**src/rtl/uart_rx.sv**
```systemverilog
// 8N1 UART receiver: oversampled start/data/stop recovery with a one-deep
// valid/ready holding register and single-cycle framing-error / overrun pulses.
module uart_rx #(
    parameter int OVERSAMPLE = 8,
    parameter int DATA_BITS  = 8
) (
    input  logic                 clk,
    input  logic                 rst,
    input  logic                 baud_tick,
    input  logic                 rx_serial,
    output logic [DATA_BITS-1:0] rx_data,
    output logic                 rx_valid,
    input  logic                 rx_ready,
    output logic                 frame_err,
    output logic                 overrun,
    output logic                 busy
);

    localparam int CW = (OVERSAMPLE > 1) ? $clog2(OVERSAMPLE) : 1;
    localparam int IW = (DATA_BITS > 1) ? $clog2(DATA_BITS) : 1;
    localparam logic [CW-1:0] CNT_HALF = CW'(OVERSAMPLE / 2 - 1);
    localparam logic [CW-1:0] CNT_LAST = CW'(OVERSAMPLE - 1);
    localparam logic [IW-1:0] IDX_LAST = IW'(DATA_BITS - 1);

    typedef enum logic [2:0] {
        S_IDLE,
        S_START,
        S_DATA,
        S_STOP,
        S_BREAK
    } state_t;

    state_t                 r_state;
    state_t                 w_state_next;
    logic                   r_sync1;
    logic                   r_sync2;
    logic [CW-1:0]          r_cnt;
    logic [CW-1:0]          w_cnt_next;
    logic [IW-1:0]          r_bit_idx;
    logic [IW-1:0]          w_idx_next;
    logic [DATA_BITS-1:0]   r_shift;
    logic [DATA_BITS:0]     w_shift_cat;
    logic [DATA_BITS-1:0]   r_data;
    logic                   r_valid;
    logic                   r_frame_err;
    logic                   r_overrun;
    logic                   w_rxs;
    logic                   w_shift_en;
    logic                   w_stop_ok;
    logic                   w_stop_bad;

    assign w_rxs       = r_sync2;
    assign w_shift_cat = {w_rxs, r_shift};

    always_ff @(posedge clk or posedge rst) begin
        if (rst) begin
            r_sync1 <= 1'b1;
            r_sync2 <= 1'b1;
        end else begin
            r_sync1 <= rx_serial;
            r_sync2 <= r_sync1;
        end
    end

    always_ff @(posedge clk or posedge rst) begin
        if (rst) r_state <= S_IDLE;
        else     r_state <= w_state_next;
    end

    always_comb begin
        w_state_next = r_state;
        w_cnt_next   = r_cnt;
        w_idx_next   = r_bit_idx;
        w_shift_en   = 1'b0;
        w_stop_ok    = 1'b0;
        w_stop_bad   = 1'b0;
        if (baud_tick) begin
            case (r_state)
                S_IDLE: begin
                    if (!w_rxs) begin
                        w_state_next = S_START;
                        w_cnt_next   = '0;
                    end
                end
                S_START: begin
                    if (r_cnt == CNT_HALF) begin
                        w_cnt_next   = '0;
                        w_idx_next   = '0;
                        w_state_next = w_rxs ? S_IDLE : S_DATA;
                    end else begin
                        w_cnt_next = r_cnt + 1'b1;
                    end
                end
                S_DATA: begin
                    if (r_cnt == CNT_LAST) begin
                        w_cnt_next = '0;
                        w_shift_en = 1'b1;
                        if (r_bit_idx == IDX_LAST) w_state_next = S_STOP;
                        else                       w_idx_next   = r_bit_idx + 1'b1;
                    end else begin
                        w_cnt_next = r_cnt + 1'b1;
                    end
                end
                S_STOP: begin
                    if (r_cnt == CNT_LAST) begin
                        w_cnt_next = '0;
                        // Returning to IDLE at mid-stop lets an immediately following start bit be seen.
                        if (w_rxs) begin
                            w_stop_ok    = 1'b1;
                            w_state_next = S_IDLE;
                        end else begin
                            w_stop_bad   = 1'b1;
                            w_state_next = S_BREAK;
                        end
                    end else begin
                        w_cnt_next = r_cnt + 1'b1;
                    end
                end
                S_BREAK: begin
                    if (w_rxs) w_state_next = S_IDLE;
                end
                default: w_state_next = S_IDLE;
            endcase
        end
    end

    always_ff @(posedge clk or posedge rst) begin
        if (rst) begin
            r_cnt       <= '0;
            r_bit_idx   <= '0;
            r_shift     <= '0;
            r_data      <= '0;
            r_valid     <= 1'b0;
            r_frame_err <= 1'b0;
            r_overrun   <= 1'b0;
        end else begin
            r_cnt       <= w_cnt_next;
            r_bit_idx   <= w_idx_next;
            if (w_shift_en) r_shift <= w_shift_cat[DATA_BITS:1];
            r_frame_err <= w_stop_bad;
            r_overrun   <= w_stop_ok & r_valid & ~rx_ready;
            // A load in the same clk as an accept keeps valid high with the new byte.
            if (w_stop_ok && (!r_valid || rx_ready)) begin
                r_data  <= r_shift;
                r_valid <= 1'b1;
            end else if (r_valid && rx_ready) begin
                r_valid <= 1'b0;
            end
        end
    end

    assign rx_data   = r_data;
    assign rx_valid  = r_valid;
    assign frame_err = r_frame_err;
    assign overrun   = r_overrun;
    assign busy      = (r_state != S_IDLE);

endmodule

```
**config.mk**
```make
export PLATFORM = sky130hd
export DESIGN_NAME = uart_rx
export DESIGN_NICKNAME = d
export VERILOG_FILES = /design/src/rtl/uart_rx.sv
export SDC_FILE = /design/constraint.sdc
export NUM_CORES = 1
export LEC_CHECK = 0
export ABC_AREA = 1
export BUFFER_PORTS_ARGS = -buffer_cell sky130_fd_sc_hd__buf_2
export CORE_ASPECT_RATIO = 1.4
export CORE_MARGIN = 10
export CORE_UTILIZATION = 35
export DETAILED_ROUTE_END_ITERATION = 8
export HOLD_SLACK_MARGIN = 0.12
export PLACE_DENSITY_LB_ADDON = 0.3
export SYNTH_ARGS = -nofsm -noshare
export SYNTH_HDL_FRONTEND = slang
export SYNTH_SLANG_ARGS = --single-unit
```
**constraint.sdc**
```tcl
create_clock -name clk -period 1.9 [get_ports clk]
set_input_delay 0.095 -clock clk [delete_from_list [all_inputs] [get_ports clk]]
set_output_delay 0.095 -clock clk [all_outputs]
set_load 0.01 [all_outputs]
```
==> results of run 1 <==
## path summary, 6_finish.rpt
path | end | slack, ns | depth (start not counted)
setup / recovery | rx_data[0] | 0.32 | 7
hold / removal | overrun | 0.15 | 4
setup reg to reg | rx_data[0] | 0.32 | 7
hold reg to reg | r_sync2 | 0.37 | 0
max in group asynchronous | r_sync2 | 1.16 | 4
min in group asynchronous | r_cnt[0] | 0.42 | 4
## stage by stage
step / utilization, % / instances
4_1_cts: 42.1 / 229
6_report: 42.1 / 229
5_1_grt: 42.1 / 229
2_1_floorplan: - / 161
3_5_place_dp: 39.6 / 219
3_3_place_gp: 39.6 / 219
## state kept, by name (all words and copies together), names as in the netlist
register	flops
frame_err	1
overrun	1
r_bit_idx	3
r_cnt	3
r_shift	8
r_state	3
r_sync1	1
r_sync2	1
rx_data	8
rx_valid	1
## cells by family after synthesis
logic type      count (synthesis)  share of synthesized area (%)
flops                          30                           52.3
buf+inv                        30                           8.43
fa+ha+maj                       6                           5.22
simple gates                   73                           24.2
compound gates                 22                           9.83
## layer usage
metal  part of all wire (%)  vias up  wire length [µm]
met4                    2.0        0                55
met5                      0        -                 0
met3                    3.2        6                86
met2                     49       17              1310
met1                     46      483              1250
li1                       -      554                 -
## critical path, delay by kind of cell, from the launching register on
kind / cells / cell delay, ns
DFF: 1 / 0.35
and+or+nand+nor: 3 / 0.52
buffers and inverters: 1 / 0.15
AOI/OAI and AO/OA: 1 / 0.06
adders and majority gates: 2 / 0.38
## synthesized netlist by cell type
cell and instances:
ha_1 6, inv_1 25, nand3_2 1, nand4_1 3
buf_2 1, nand2_2 3, dfrtp_1 28, nand2_1 41
dfstp_2 2, o21ai_1 1, o21ai_0 12, inv_2 3
nand4_4 1, o21ai_2 8, nor2_2 2, nor2_4 1
nand4_2 1, nor2_1 9, o22ai_1 1, buf_6 1
nand3_1 11
## repair_timing
action	in CTS	in global routing
endpoints found under the hold margin	29	0
hold buffers	2	0
gates resized for setup	0	0
## layout make-up
class                      count  area share [%]
inverter                      28            6.32
clock buffer                   8            4.81
timing repair buffer          19            6.47
sequential                    30            45.3
multi-input combinational    101            33.9
tap                           43            3.23
## power by group through the flow
stage                     logic (W)  registers [W]  clock network, W
final                      0.000404       0.000750          0.000487
after global routing       0.000475       0.000758          0.000533
after CTS                  0.000413       0.000750          0.000514
after detailed placement   0.000406       0.000762                 0
after global placement     0.000402       0.000761                 0
after floorplan            0.000317       0.000747                 0
==> flow_summary.ini, run 1 <==
[yosys]
synth_area_leaders = dfrtp_1 49%, nand2_1 11%, inv_1 6.5%
synth.distinct_cells = 21
ys_ff_latch = 30
yosysWarnings = 0
synth.yosys.seq_area_share_pct = 52.3
avgSynthCellArea_um2 = 8.94
synth_top_area_share_pct = 48.7
synth_nets = 172
syn_inst = 161
syn_area_um2 = 1440
synth.largest_area_cell = dfrtp_1

[final_layout]
mostFrequentLayoutCells = 41 x nand2_1, 28 x dfrtp_1, 25 x inv_1
nets = 196
n_antenna_cell = 0
n_fill_cell = 391
syn_to_final_growth_pct = 15.7
multi_input_area_um2 = 564
final_cell_area_um2 = 1660
regArea_um2 = 753
drive_above_1_share_pct = 23.7
layout_commonest_cell = nand2_1

[grt]
grt_pass1_vias = 1110
grt_max_degree = 31
grt_pass1_wl_um = 4740
use_met1_pct = 9.51
grt_overflow = 0
use_met2_pct = 13.9
grt_use_total_pct = 8.47
met3_usage_pct = 2.57
top_usage_layer = met2
antenna_found_initial = 0

[power_and_ir_drop]
swShare_pct = 33.7
power_switching_w = 0.000554
p_per_area_nw_per_um2 = 986
leakage_nw = 0.852
pwr-share-comb_pct = 24.6
ir_drop_mv = 0.518
seq_power_share_pct = 45.7
p_clk_share_pct = 29.7
p_int_w = 0.00109
power_w = 0.00164

[timing]
layout_min_cycle_time_ns = 1.58
final.setup.tns_ns = 0
max_slew_margin_pct = 75.2
hold_ws_ns = 0.149
fmax_mhz = 633
worst_slew_pin_slew_ns = 0.372
hold_violations = 0
fin_skew_ns = 0.00754
rsz0062_at_grt = false
finalSetupViolCount = 0
timing.final.crit_share_pct = 83.1
layout_setup_ws_ns = 0.321
finalMaxSlewViolations = 0

[critical_path]
path_class = register to register
max_stage_delay_ns = 0.35
reg2reg_from = r_cnt[0]
startpoint_type = register
path_cells = ha_1 -> ha_1 -> nand2_1 -> inv_1 -> nand4_4 -> nand2_1 -> o21ai_2
required_ns = 2.06
crit_arrival_ns = 1.74
crit_start = r_cnt[0]
cp_max_fo = 16
cp-end-kind = register
crit_slowest_cell = dfrtp_1

[die]
dieArea_um2 = 7110
start_util_pct = 36.4
fp.dieH_um = 95.9
num_io_pins = 17
die_w_um = 74.2
core.rowCount = 27
design.core.area_um2 = 3950

[worst_hold_path]
min_from = rx_ready
min_path_type = input port to register

[flow_run]
maxCapViolations = 0

[clock_tree]
cts.htree.levels = 2
cts_setup_buffers = 0
cts_made_buffers = 5
insertion_delay_ns = 0.28
numClockSinks = 30
clock-root-buffer = clkbuf_8
cts_tree = built
clkSlewWorstSetupHoldPaths_ns = 0.06
clock_path_buffers = 2

[detailed_routing]
wl_um = 2700
drtAntennaViolNets = 0
via_count = 1060
avgRoutedWirePerCell_um = 11.8
first_iter_violations = 63
avgViaCountPerCell = 4.63
drt_pass1_iterations = 4
drcViolationCount = 0

[run_status]
status = finished, final reports clean

[placed_design]
pre_cts_slack_ns = 0.309
dpl_cell_area_um2 = 1560
hpwl_um = 2040
gp_congestion = 0.809
portBuffers = 16
Power figures use the tool's default switching activity.
==> run 2: changes to the inputs <==
--- a/config.mk
+++ b/config.mk
@@ -5,7 +5,7 @@
 export SDC_FILE = /design/constraint.sdc
 export NUM_CORES = 1
 export LEC_CHECK = 0
-export ABC_AREA = 1
+export ABC_AREA = 0
 export BUFFER_PORTS_ARGS = -buffer_cell sky130_fd_sc_hd__buf_2
 export CORE_ASPECT_RATIO = 1.4
 export CORE_MARGIN = 10
==> constraint.sdc (replaced) <==
create_clock -name clk -period 1.3 [get_ports clk]
set_input_delay 0.065 -clock clk [delete_from_list [all_inputs] [get_ports clk]]
set_output_delay 0.065 -clock clk [all_outputs]
set_load 0.01 [all_outputs]
==> flow_summary.ini, run 2 <==
[power_and_ir_drop]
power_switching_w = 0.000832
ir_drop_mv = 1.06
p_clk_share_pct = 27.3
seq_power_share_pct = 41.8
swShare_pct = 29.8
pwr-share-comb_pct = 30.9
p_per_area_nw_per_um2 = 1460
leakage_nw = 0.976
p_int_w = 0.00196

[grt]
grt_max_degree = 31
grt_use_total_pct = 9.18
grt_overflow = 0
grt_pass1_wl_um = 4870
antenna_found_initial = 0
grt_pass1_vias = 1063

[clock_tree]
numClockSinks = 30
clkSlewWorstSetupHoldPaths_ns = 0.06
insertion_delay_ns = 0.27
clock-root-buffer = clkbuf_8
clock_path_buffers = 2
cts_tree = built
cts_made_buffers = 5
cts.htree.levels = 2

[final_layout]
layout_commonest_cell = dfrtp_1
n_antenna_cell = 0
final_cell_area_um2 = 1910
mostFrequentLayoutCells = 26 x dfrtp_1, 22 x buf_4, 16 x buf_2
instances_no_fill = 194
syn_to_final_growth_pct = 41.1
n_fill_cell = 324
nets = 162
drive_above_1_share_pct = 58.6

[detailed_routing]
drt_pass1_iterations = 4
avgRoutedWirePerCell_um = 15.1
drcViolationCount = 0
drtAntennaViolNets = 0
avgViaCountPerCell = 5.03
wl_um = 2930
first_iter_violations = 6
via_count = 975

[timing]
worst_slew_pin_slew_ns = 0.364
rsz0062_at_grt = true
fin_skew_ns = 0.00439
hold_violations = 0
timing.final.crit_share_pct = 126
max_slew_margin_pct = 75.7
layout_min_cycle_time_ns = 1.63
fmax_mhz = 613
finalSetupViolCount = 26
layout_setup_ws_ns = -0.332
finalMaxSlewViolations = 0

[critical_path]
cp_max_fo = 8
startpoint_type = register
crit_slowest_cell = dfrtp_1
max_stage_delay_ns = 0.41
rrSetupSlack_ns = -0.33
path_cells = ha_4 -> ha_4 -> and4b_2 -> nand4_4 -> mux2_2
path_buf_inv = 0
required_ns = 1.46
reg2reg_from = r_cnt[1]
r2r_end = rx_data[3]
crit_arrival_ns = 1.79
cp-end-kind = register
critical-path-top-delay-family = flip-flops
worstRegToRegCells = 5
path_class = register to register
path_common_cell = ha_4

[die]
design.core.area_um2 = 3680
core.rowCount = 26
start_util_pct = 36.7
die_w_um = 72.5
num_io_pins = 17
fp.dieH_um = 93.5
dieArea_um2 = 6780

[placed_design]
portBuffers = 16
dp.cells = 177
dpl_cell_area_um2 = 1670
gp_congestion = 0.884
hpwl_um = 2130

[yosys]
synth_nets = 113
syn_area_um2 = 1350
ys_ff_latch = 30
avgSynthCellArea_um2 = 13.2
synthTopCellsByCount = 28 x dfrtp_1, 19 x mux2_2, 6 x ha_1, 6 x nand2_1, 5 x inv_1
synth.yosys.seq_area_share_pct = 55.8
ys.flop_type = dfrtp_1
synth.largest_area_cell = dfrtp_1
yosysMostFrequentCell = dfrtp_1
synth.distinct_cells = 29
yosysWarnings = 0
async_flop_share_pct = 100
synth_area_leaders = dfrtp_1 52%, mux2_2 16%, ha_1 5.6%
synth_top_area_share_pct = 51.9
synth_edf_count = 0
syn_inst = 102

[run_status]
status = finished with violations
violations = negative setup slack

[worst_hold_path]
min_from = baud_tick
min_path_type = input port to register
holdPathEnd = r_state[0]
hold_depth = 3

[flow_run]
maxCapViolations = 0
run 2: how the worst max path moves through the flow:
stage                   from          to  slack [ns]  cells after the start
finish              r_cnt[1]  rx_data[3]       -0.33                      5
global route        r_cnt[1]  rx_data[6]       -0.38                      5
CTS                 r_cnt[1]  rx_data[3]       -0.32                      5
detailed placement  r_cnt[1]  rx_data[0]       -0.33                      5
global placement    r_cnt[1]  rx_data[2]       -0.28                      5
floorplan           r_cnt[0]  rx_data[0]       -0.27                      5
run 2: per-layer routing:
metal | global-route usage [%] | vias up | wire (µm)
met5 | 0 | - | 0
met2 | 16.4 | 17 | 1610
met1 | 8.59 | 490 | 1120
met4 | 5.40 | 0 | 84
met3 | 3.49 | 7 | 116
li1 | - | 461 | -
run 2: power by group through the flow:
stage	Sequential [W]	Clock [W]	Combinational (W)
after floorplan	0.00110	0	0.000493
after global placement	0.00116	0	0.000699
after detailed placement	0.00117	0	0.000723
after CTS	0.00116	0.000800	0.000805
after global routing	0.00118	0.000840	0.000939
final	0.00117	0.000761	0.000863
run 2: cell families after synthesis:
kind of cell	share of synthesized area, %
flops	55.8
mux	16.6
compound gates	7.41
simple gates	12.0
buf+inv	2.69
fa+ha+maj	5.56
run 2: metrics by stage:
stage	worst slack, ns	setup TNS (ns)	hold slack (ns)	total power [W]	util, %
after global placement	-0.284	-5.65	0.150	0.00186	45.5
after floorplan	-0.272	-5.13	0.0695	0.00160	-
final	-0.332	-6.54	0.154	0.00279	51.8
after detailed placement	-0.327	-6.41	0.166	0.00189	45.5
after global routing	-0.383	-8.07	0.169	0.00296	51.8
after CTS	-0.321	-6.39	0.142	0.00276	50.5
run 2: tightest hold or removal path, stage by stage:
cell and delay [ns]:
buf_2 0.13, o21ai_1 0.07, a22o_1 0.12
run 2: final cells by class:
| cell class | count | area (µm²) | area share, % |
|---|---|---|---|
| clock buffers | 6 | 82.6 | 4.33 |
| clock inverters | 2 | 12.5 | 0.657 |
| inverters | 5 | 18.8 | 0.985 |
| multi-input cells | 64 | 654 | 34.3 |
| flip-flops and latches | 30 | 756 | 39.7 |
| well taps | 42 | 52.6 | 2.76 |
| repair buffers | 45 | 329 | 17.3 |
run 2: timing repair:
item	CTS	global route
setup buffers	3	3
pin swaps	6	3
endpoints found under the hold margin	31	0
hold buffers	3	0
endpoints found under the setup margin	27	28
resized for setup	11	6
==> run 3: changes to the inputs <==
--- a/config.mk
+++ b/config.mk
@@ -9,7 +9,7 @@
 export BUFFER_PORTS_ARGS = -buffer_cell sky130_fd_sc_hd__buf_2
 export CORE_ASPECT_RATIO = 1.4
 export CORE_MARGIN = 10
-export CORE_UTILIZATION = 35
+export CORE_UTILIZATION = 31
 export DETAILED_ROUTE_END_ITERATION = 8
 export HOLD_SLACK_MARGIN = 0.12
 export PLACE_DENSITY_LB_ADDON = 0.3
==> constraint.sdc (replaced) <==
create_clock -name clk -period 1.3 [get_ports clk]
set_input_delay 0.13 -clock clk [delete_from_list [all_inputs] [get_ports clk]]
set_output_delay 0.13 -clock clk [all_outputs]
set_load 0.005 [all_outputs]
==> flow_summary.ini, run 3 (synthesis gave the netlist of run 2 again) <==
[run_status]
status = finished with violations
violations = negative setup slack

[clock_tree]
clock_path_buffers = 2
clock-root-buffer = clkbuf_8
cts_made_buffers = 5
cts.htree.levels = 2
numClockSinks = 30
insertion_delay_ns = 0.29
clkSlewWorstSetupHoldPaths_ns = 0.07
cts_tree = built

[final_layout]
n_antenna_cell = 0
mostFrequentLayoutCells = 25 x dfrtp_1, 21 x buf_4, 16 x buf_2
final_cell_area_um2 = 1960
nets = 159
drive_above_1_share_pct = 63.1
layout_commonest_cell = dfrtp_1
syn_to_final_growth_pct = 45.0

[grt]
antenna_found_initial = 0
grt_pass1_vias = 1084
grt_pass1_wl_um = 5060
grt_overflow = 0
grt_use_total_pct = 8.74
grt_max_degree = 31

[detailed_routing]
avgRoutedWirePerCell_um = 15.3
drcViolationCount = 0
avgViaCountPerCell = 4.89
via_count = 949
drtAntennaViolNets = 0
first_iter_violations = 19
wl_um = 2960
drt_pass1_iterations = 4

[timing]
fin_skew_ns = 0.0112
layout_setup_ws_ns = -0.331
hold_violations = 0
layout_min_cycle_time_ns = 1.63
hold_ws_ns = 0.143
finalSetupViolCount = 26
worst_slew_pin_slew_ns = 0.373
fmax_mhz = 613
rsz0062_at_grt = true
max_slew_margin_pct = 75.1
finalMaxSlewViolations = 0
timing.final.crit_share_pct = 125

[power_and_ir_drop]
ir_drop_mv = 1.13
leakage_nw = 0.988
p_clk_share_pct = 35.3
seq_power_share_pct = 35.0
p_int_w = 0.00243
swShare_pct = 26.9
pwr-share-comb_pct = 29.7
p_per_area_nw_per_um2 = 1690
power_w = 0.00332
power_switching_w = 0.000891

[critical_path]
cp_max_fo = 8
crit_arrival_ns = 1.79
startpoint_type = register
cp-end-kind = register
required_ns = 1.46
path_class = register to register

[die]
design.core.area_um2 = 4200
fp.dieH_um = 98.1
dieArea_um2 = 7430
num_io_pins = 17
die_w_um = 75.8
start_util_pct = 32.1
core.rowCount = 28

[placed_design]
dpl_cell_area_um2 = 1660
portBuffers = 16
pre_cts_slack_ns = -0.326
gp_congestion = 0.797
hpwl_um = 2040

[worst_hold_path]
min_path_type = input port to register

[flow_run]
maxCapViolations = 0
-- run 3: cell count changes in the layout (fill, tap and decap cells not counted), sizes merged --
cell	before	now
buf	42	40
clkinvlp	1	0
clkinv	1	0
dlygate4sd3	3	2
bufinv	0	2
-- run 3: power groups by stage --
stage / registers (W) / logic [W] / clock network, W
after detailed placement: 0.00117 / 0.000733 / 0
final: 0.00116 / 0.000985 / 0.00117
after floorplan: 0.00110 / 0.000487 / 0
after global routing: 0.00118 / 0.00109 / 0.00124
after global placement: 0.00117 / 0.000720 / 0
after CTS: 0.00115 / 0.000861 / 0.00119
-- run 3: metal layers --
layer  routed length, µm  global-route usage (%)  share of wire (%)  vias to the layer above
li1                    -                       -                  -                      449
met1                1190                    9.72                 40                      465
met2                1560                    14.1                 53                       27
met3                 141                    3.44                4.8                        8
met4                  68                    3.87                2.3                        0
met5                   0                       0                  0                        -
-- run 3: critical path: stages (launching register included) --
cell and delay (ns):
dfrtp_1 0.41, ha_4 0.19, ha_4 0.16, and4b_2 0.26
nand4_4 0.14, mux2_2 0.35
-- run 3: through the flow --
| stage | TNS [ns] | cells | util, % |
|---|---|---|---|
| finish | -6.60 | 194 | 46.6 |
| global route | -8.58 | 194 | 46.6 |
| CTS | -6.33 | 191 | 44.7 |
| detailed placement | -6.03 | 178 | 39.6 |
| global placement | -5.70 | 178 | 39.6 |
| floorplan | -5.13 | 102 | - |
-- run 3: repair_timing --
action,CTS,global route
hold endpoints to repair,29,0
gates resized for setup,10,15
pin swaps,1,5
setup buffers,3,3
hold buffers,2,0
endpoints found under the setup margin,27,28
-- run 3: path summary, 6_finish.rpt --
| kind | from | to | slack, ns | depth (start not counted) |
|---|---|---|---|---|
| worst max-delay path | r_cnt[1] | rx_data[5] | -0.33 | 5 |
| worst min-delay path | baud_tick | r_state[1] | 0.14 | 2 |
| worst max register to register | r_cnt[1] | rx_data[5] | -0.33 | 5 |
| worst min register to register | r_sync1 | r_sync2 | 0.36 | 0 |
| max in group asynchronous | rst | r_sync2 | 0.51 | 4 |
| min in group asynchronous | rst | r_shift[0] | 0.47 | 4 |
-- run 3: cell type report --
cell class                      instances  area (µm²)
Clock buffer                            6        82.6
Timing Repair Buffer                   42         300
Sequential cell                        30         757
Fill cell                             384        2250
Clock inverter                          2        60.1
Inverter                                5        18.8
Tap cell                               45        56.3
Multi-Input combinational cell         64         683
